==> config.mk <==
export PLATFORM = sky130hd
export DESIGN_NAME = enc_frame_arbiter
export DESIGN_NICKNAME = d
export VERILOG_FILES = /design/src/rtl/enc_frame_arbiter.sv
export SDC_FILE = /design/constraint.sdc
export NUM_CORES = 1
export LEC_CHECK = 0
export CAP_MARGIN = 20
export CORE_AREA = 2 2 258 260
export CTS_CLUSTER_SIZE = 20
export DETAILED_ROUTE_END_ITERATION = 7
export DIE_AREA = 0 0 260 262
export PLACE_DENSITY_LB_ADDON = 0.25
export SLEW_MARGIN = 25
export SYNTH_ARGS = -nofsm -noshare
export SYNTH_HDL_FRONTEND = slang
export SYNTH_SLANG_ARGS = --single-unit
==> constraint.sdc <==
create_clock -name clk -period 2 [get_ports clk]
set_input_delay 0.4 -clock clk [delete_from_list [all_inputs] [get_ports clk]]
set_output_delay 0.4 -clock clk [all_outputs]
set_load 0.01 [all_outputs]
==> src/rtl/enc_frame_arbiter.sv <==
// Round-robin frame scheduler sharing one RS encoder between CH_NUM message channels.
// A channel keeps its grant for a whole MES_LEN-symbol frame; a short gap follows each frame.
module enc_frame_arbiter #(
  parameter  int SYM_WID = 8,
  parameter  int ENC_SYM = 16,
  parameter  int MES_LEN = 223,
  parameter  int CH_NUM  = 4,
  parameter  int GAP_CYC = 2,
  localparam int BEAT_W  = ENC_SYM * SYM_WID,
  localparam int CNT_W   = $clog2(ENC_SYM + 1),
  localparam int CH_W    = (CH_NUM > 1) ? $clog2(CH_NUM) : 1
) (
  input  logic                     clk,
  input  logic                     rst_n,
  input  logic [CH_NUM-1:0]        req_valid,
  input  logic [CH_NUM*BEAT_W-1:0] req_data,
  output logic [CH_NUM-1:0]        req_ready,
  input  logic                     enc_stall,
  input  logic                     out_ready,
  output logic                     out_valid,
  output logic [BEAT_W-1:0]        out_data,
  output logic [CNT_W-1:0]         out_count,
  output logic                     out_first,
  output logic                     out_last,
  output logic [CH_W-1:0]          out_chan,
  output logic                     frame_done,
  output logic                     busy,
  output logic [1:0]               dbg_state
);

  localparam int REM       = MES_LEN % ENC_SYM;
  localparam int FIRST_CNT = (REM == 0) ? ENC_SYM : REM;
  localparam int BEATS     = (MES_LEN + ENC_SYM - 1) / ENC_SYM;
  localparam int BEAT_CW   = $clog2(BEATS + 1);
  localparam int GAP_W     = $clog2(GAP_CYC + 1);

  typedef enum logic [1:0] {
    ARB  = 2'd0,
    XFER = 2'd1,
    GAP  = 2'd2
  } state_e;

  state_e               state_q, state_d;
  logic [CH_W-1:0]      rr_ptr_q, rr_ptr_d;
  logic [CH_W-1:0]      gnt_q, gnt_d;
  logic [BEAT_CW-1:0]   beat_cnt_q, beat_cnt_d;
  logic [GAP_W-1:0]     gap_cnt_q, gap_cnt_d;
  logic                 frame_done_q, frame_done_d;
  logic                 busy_q, busy_d;

  logic                 any_req;
  logic [CH_W-1:0]      pick;
  logic                 in_xfer;
  logic                 last_beat;
  logic                 sel_valid;
  logic [BEAT_W-1:0]    sel_data;
  logic                 xfer;

  // Round-robin search: first requesting channel at or above rr_ptr, wrapping modulo CH_NUM.
  always_comb begin
    int idx;
    any_req = 1'b0;
    pick    = '0;
    idx     = 0;
    for (int i = 0; i < CH_NUM; i++) begin
      idx = int'(rr_ptr_q) + i;
      if (idx >= CH_NUM) idx = idx - CH_NUM;
      if (!any_req && req_valid[idx[CH_W-1:0]]) begin
        any_req = 1'b1;
        pick    = idx[CH_W-1:0];
      end
    end
  end

  assign in_xfer   = (state_q == XFER);
  assign last_beat = (beat_cnt_q == BEAT_CW'(BEATS - 1));
  assign sel_valid = req_valid[gnt_q];
  assign sel_data  = req_data[int'(gnt_q)*BEAT_W +: BEAT_W];

  // Handshake: a beat moves when out_valid & out_ready; enc_stall masks both
  // out_valid and the granted req_ready, so a stall always wins over out_ready.
  assign out_valid = in_xfer & sel_valid & ~enc_stall;
  assign xfer      = out_valid & out_ready;

  always_comb begin
    req_ready = '0;
    if (in_xfer) req_ready[gnt_q] = out_ready & ~enc_stall;
  end

  assign out_data   = in_xfer ? sel_data : '0;
  assign out_first  = in_xfer & (beat_cnt_q == '0);
  assign out_last   = in_xfer & last_beat;
  assign out_count  = !in_xfer ? '0 :
                      (beat_cnt_q == '0) ? CNT_W'(FIRST_CNT) : CNT_W'(ENC_SYM);
  assign out_chan   = gnt_q;
  assign frame_done = frame_done_q;
  assign busy       = busy_q;
  assign dbg_state  = state_q;

  always_comb begin
    state_d      = state_q;
    rr_ptr_d     = rr_ptr_q;
    gnt_d        = gnt_q;
    beat_cnt_d   = beat_cnt_q;
    gap_cnt_d    = gap_cnt_q;
    frame_done_d = 1'b0;
    case (state_q)
      ARB: begin
        if (any_req) begin
          gnt_d      = pick;
          beat_cnt_d = '0;
          state_d    = XFER;
        end
      end
      XFER: begin
        if (xfer) begin
          beat_cnt_d = beat_cnt_q + BEAT_CW'(1);
          if (last_beat) begin
            rr_ptr_d     = (gnt_q == CH_W'(CH_NUM - 1)) ? '0 : gnt_q + CH_W'(1);
            frame_done_d = 1'b1;
            gap_cnt_d    = GAP_W'(GAP_CYC - 1);
            state_d      = GAP;
          end
        end
      end
      GAP: begin
        if (gap_cnt_q == '0) state_d = ARB;
        else                 gap_cnt_d = gap_cnt_q - GAP_W'(1);
      end
      default: state_d = ARB;
    endcase
    busy_d = (state_d != ARB);
  end

  always_ff @(posedge clk or negedge rst_n) begin
    if (!rst_n) begin
      state_q      <= ARB;
      rr_ptr_q     <= '0;
      gnt_q        <= '0;
      beat_cnt_q   <= '0;
      gap_cnt_q    <= '0;
      frame_done_q <= 1'b0;
      busy_q       <= 1'b0;
    end else begin
      state_q      <= state_d;
      rr_ptr_q     <= rr_ptr_d;
      gnt_q        <= gnt_d;
      beat_cnt_q   <= beat_cnt_d;
      gap_cnt_q    <= gap_cnt_d;
      frame_done_q <= frame_done_d;
      busy_q       <= busy_d;
    end
  end

  a_ready_onehot: assert property (@(posedge clk) disable iff (!rst_n) $onehot0(req_ready));
  a_valid_in_xfer: assert property (@(posedge clk) disable iff (!rst_n) out_valid |-> in_xfer);
  a_count_bound: assert property (@(posedge clk) disable iff (!rst_n)
                                  in_xfer |-> beat_cnt_q < BEAT_CW'(BEATS));

endmodule

==> results.toml <==
[cts]
clock_path_buffers = 2
clk_pin_slew_ns = 0.05
h-tree-depth = 1
cts_sinks = 14
postCtsHoldBufs = 0
cts_tree = "done"
clock_tree.root_cell = "clkbuf_16"
cts-buffers-inserted = 3
insertion_delay_ns = 0.24

[min_path]
hp-class = "primary input to async pin"

[critical_path]
start_kind = "flop"
crit_buf_inv = 3
crit_arrival_ns = 2.22
reg2reg_setup_slack_ns = -0.02
critPathCaptureType = "output port"
worst_path_max_delay_cell = "mux4_2"
rr_startpoint = "out_chan[1]$_DFFE_PN0P_"
critPathMaxFanout = 15
crit_family = "buffers and inverters"
timing.rr.end = "rr_ptr_q[1]$_DFFE_PN0P_"
critPathRequiredTime_ns = 1.60
cp-startpoint = "out_chan[0]$_DFFE_PN0P_"
crit_type = "flop to output port"
cpPeakStageDelay_ns = 0.51
crit_path_cell_trace = "buf_12 > buf_4 > mux4_2 > and2_1 > clkdlybuf4s50_1"
r2r_cells = 7

[timing]
report.final.hold_viol_count = 0
fin_crit_sh = 1.31
slew_headroom = 0.785
setup_slack_ns = -0.625
finalSetupViolations = 135
drv_slew = 0
worstMarginPinSlew_ns = 0.320
whs_ns = 0.480
max_freq_mhz = 381
post-route-min-period_ns = 2.62
rsz0062_at_grt = "true"
clock_skew_ns = 0.00495

[place]
hpwl_mm = 35.9
globalplace.congestion = 0.811
port_buffers = 665
place_area_um2 = 13200

[grt]
grt-ovfl-total = 0
grt_usage = 0.108
grt_max_degree = 46
grt_pass1_vias = 7455
antenna_found_initial = 22
grt_first_pass_wirelength_mm = 53.6

[cells_and_area]
drive_gt1_frac = 0.282
fin_nets = 1653
final_design_area_no_fill_um2 = 13500
area_growth_pct = 176

[route]
viasPerCell = 3.38
drt-initial-drc-count = 276
num_vias = 6735
dr.pass1.iters = 4
routed_wl_mm = 41.6
ant_nets = 0
route.detailed.drc = 0
wl_per_cell_um = 20.9

[power_and_ir_drop]
power_leakage_nw = 5.07
p_per_area_nw_per_um2 = 451
ir_drop_mv = 0.378

[yosys]
synth_fa_ha_area_frac = 0.0205
synth_top_family_by_area = "multiplexers"
yosysWarnings = 0
synthSimpleGateAreaFrac = 0.210
synthesis.nets = 921
synth-edff-count = 0
ys_seq_area_frac = 0.0718
syn_area_um2 = 4880
synthMuxAreaShare = 0.606
synthArstFlopShare = 1.00
synth_flop_cell = "dfrtp_1"
synth-compound-area-share = 0.0241
avgSynthCellArea_um2 = 12.4
syn_inst = 393
ys_ff_latch = 14
synth_xor_area_frac = 0
post_synth_num_cell_types = 36

[floorplan]
die_y_um = 262
core_um2 = 65300
num_io_pins = 666
start_util = 0.0747
fp.dieW_um = 260
rows = 94
die-area_um2 = 68100

[outcome]
violations = "setup timing"
run_status = "finished, violations left"

[job]
cap_violations = 0
synthesized netlist by cell type, types with 4 or more instances:
cell | n | area [um2]
and2_1 | 134 | 838
and3_1 | 5 | 31.3
buf_2 | 15 | 75.1
buf_4 | 4 | 30.0
buf_6 | 11 | 124
clkbuf_1 | 20 | 75.1
dfrtp_1 | 14 | 350
ha_1 | 8 | 100
inv_1 | 7 | 26.3
mux4_2 | 129 | 2910
nor2_1 | 5 | 18.8
o21ai_0 | 4 | 20.0
logic make-up after synthesis:
logic type      count (synthesis)
compound gates                 16
flops                          14
fa+ha+maj                       8
simple gates                  164
buf+inv                        57
mux                           134
through the flow:
| stage | utilization | total power (W) | worst slack, ns | cells | TNS [ns] |
|---|---|---|---|---|---|
| global route | 0.206 | 0.00649 | -0.698 | 1989 | -62.39 |
| finish | 0.207 | 0.00608 | -0.625 | 1992 | -53.32 |
| global placement | 0.202 | 0.00577 | -0.549 | 1961 | -51.86 |
| CTS | 0.202 | 0.00610 | -0.668 | 1970 | -72.24 |
| detailed placement | 0.202 | 0.00576 | -0.539 | 1961 | -53.35 |
| floorplan | - | 0.00273 | 0.0292 | 393 | 0 |
flip-flops by register name, summed over array words and instances (netlist names):
register,cells
rr_ptr_q,2
dbg_state,2
busy,1
out_chan,2
beat_cnt_q,4
gap_cnt_q,2
frame_done,1
metal layers:
metal	track usage	up-vias	wire, um	part of all wire
li1	-	3044	-	-
met1	0.120	3257	14700	0.35
met2	0.207	390	22000	0.53
met3	0.0345	34	4570	0.11
met4	0.00718	10	244	0.0059
met5	0	-	53	0.0013
worst max path at each step:
stage / to / slack [ns] / cells after the start
global route: out_data[16] / -0.70 / 5
CTS: out_data[101] / -0.67 / 5
finish: out_data[83] / -0.62 / 5
global placement: out_data[42] / -0.55 / 4
detailed placement: out_data[42] / -0.54 / 4
floorplan: out_data[100] / 0.03 / 5
timing repair:
item	CTS	global route
gates cloned	0	5
pin swaps	1	0
endpoints found under the setup margin	149	147
setup buffers	5	13
resized for setup	149	96
power breakdown:
part | total, W | switching, W | internal [W]
logic | 0.00531 | 0.00187 | 0.00344
registers | 0.000377 | 0.0000478 | 0.000329
clock network | 0.000389 | 0.000120 | 0.000270
final cells by class:
type,instances,area (um2)
fill,7135,51800
timing repair buffer,777,7680
multi-input combinational,322,4250
tap,864,1080
sequential,14,358
clock buffer,4,78.8
inverter,7,28.8
antenna,4,10.0
cells in the final DEF (no fill, tap or decap), drive strengths merged, types with 4 or more instances in the layout:
master / instances
dlygate4sd2: 19
and3: 5
buf: 141
clkdlybuf4s50: 568
and2: 134
nor2: 5
inv: 7
ha: 8
dlymetal6s2s: 25
mux4: 129
clkbuf: 24
o21ai: 5
diode: 4
clkdlybuf4s15: 4
dfrtp: 14
Power figures use the tool's default switching activity.
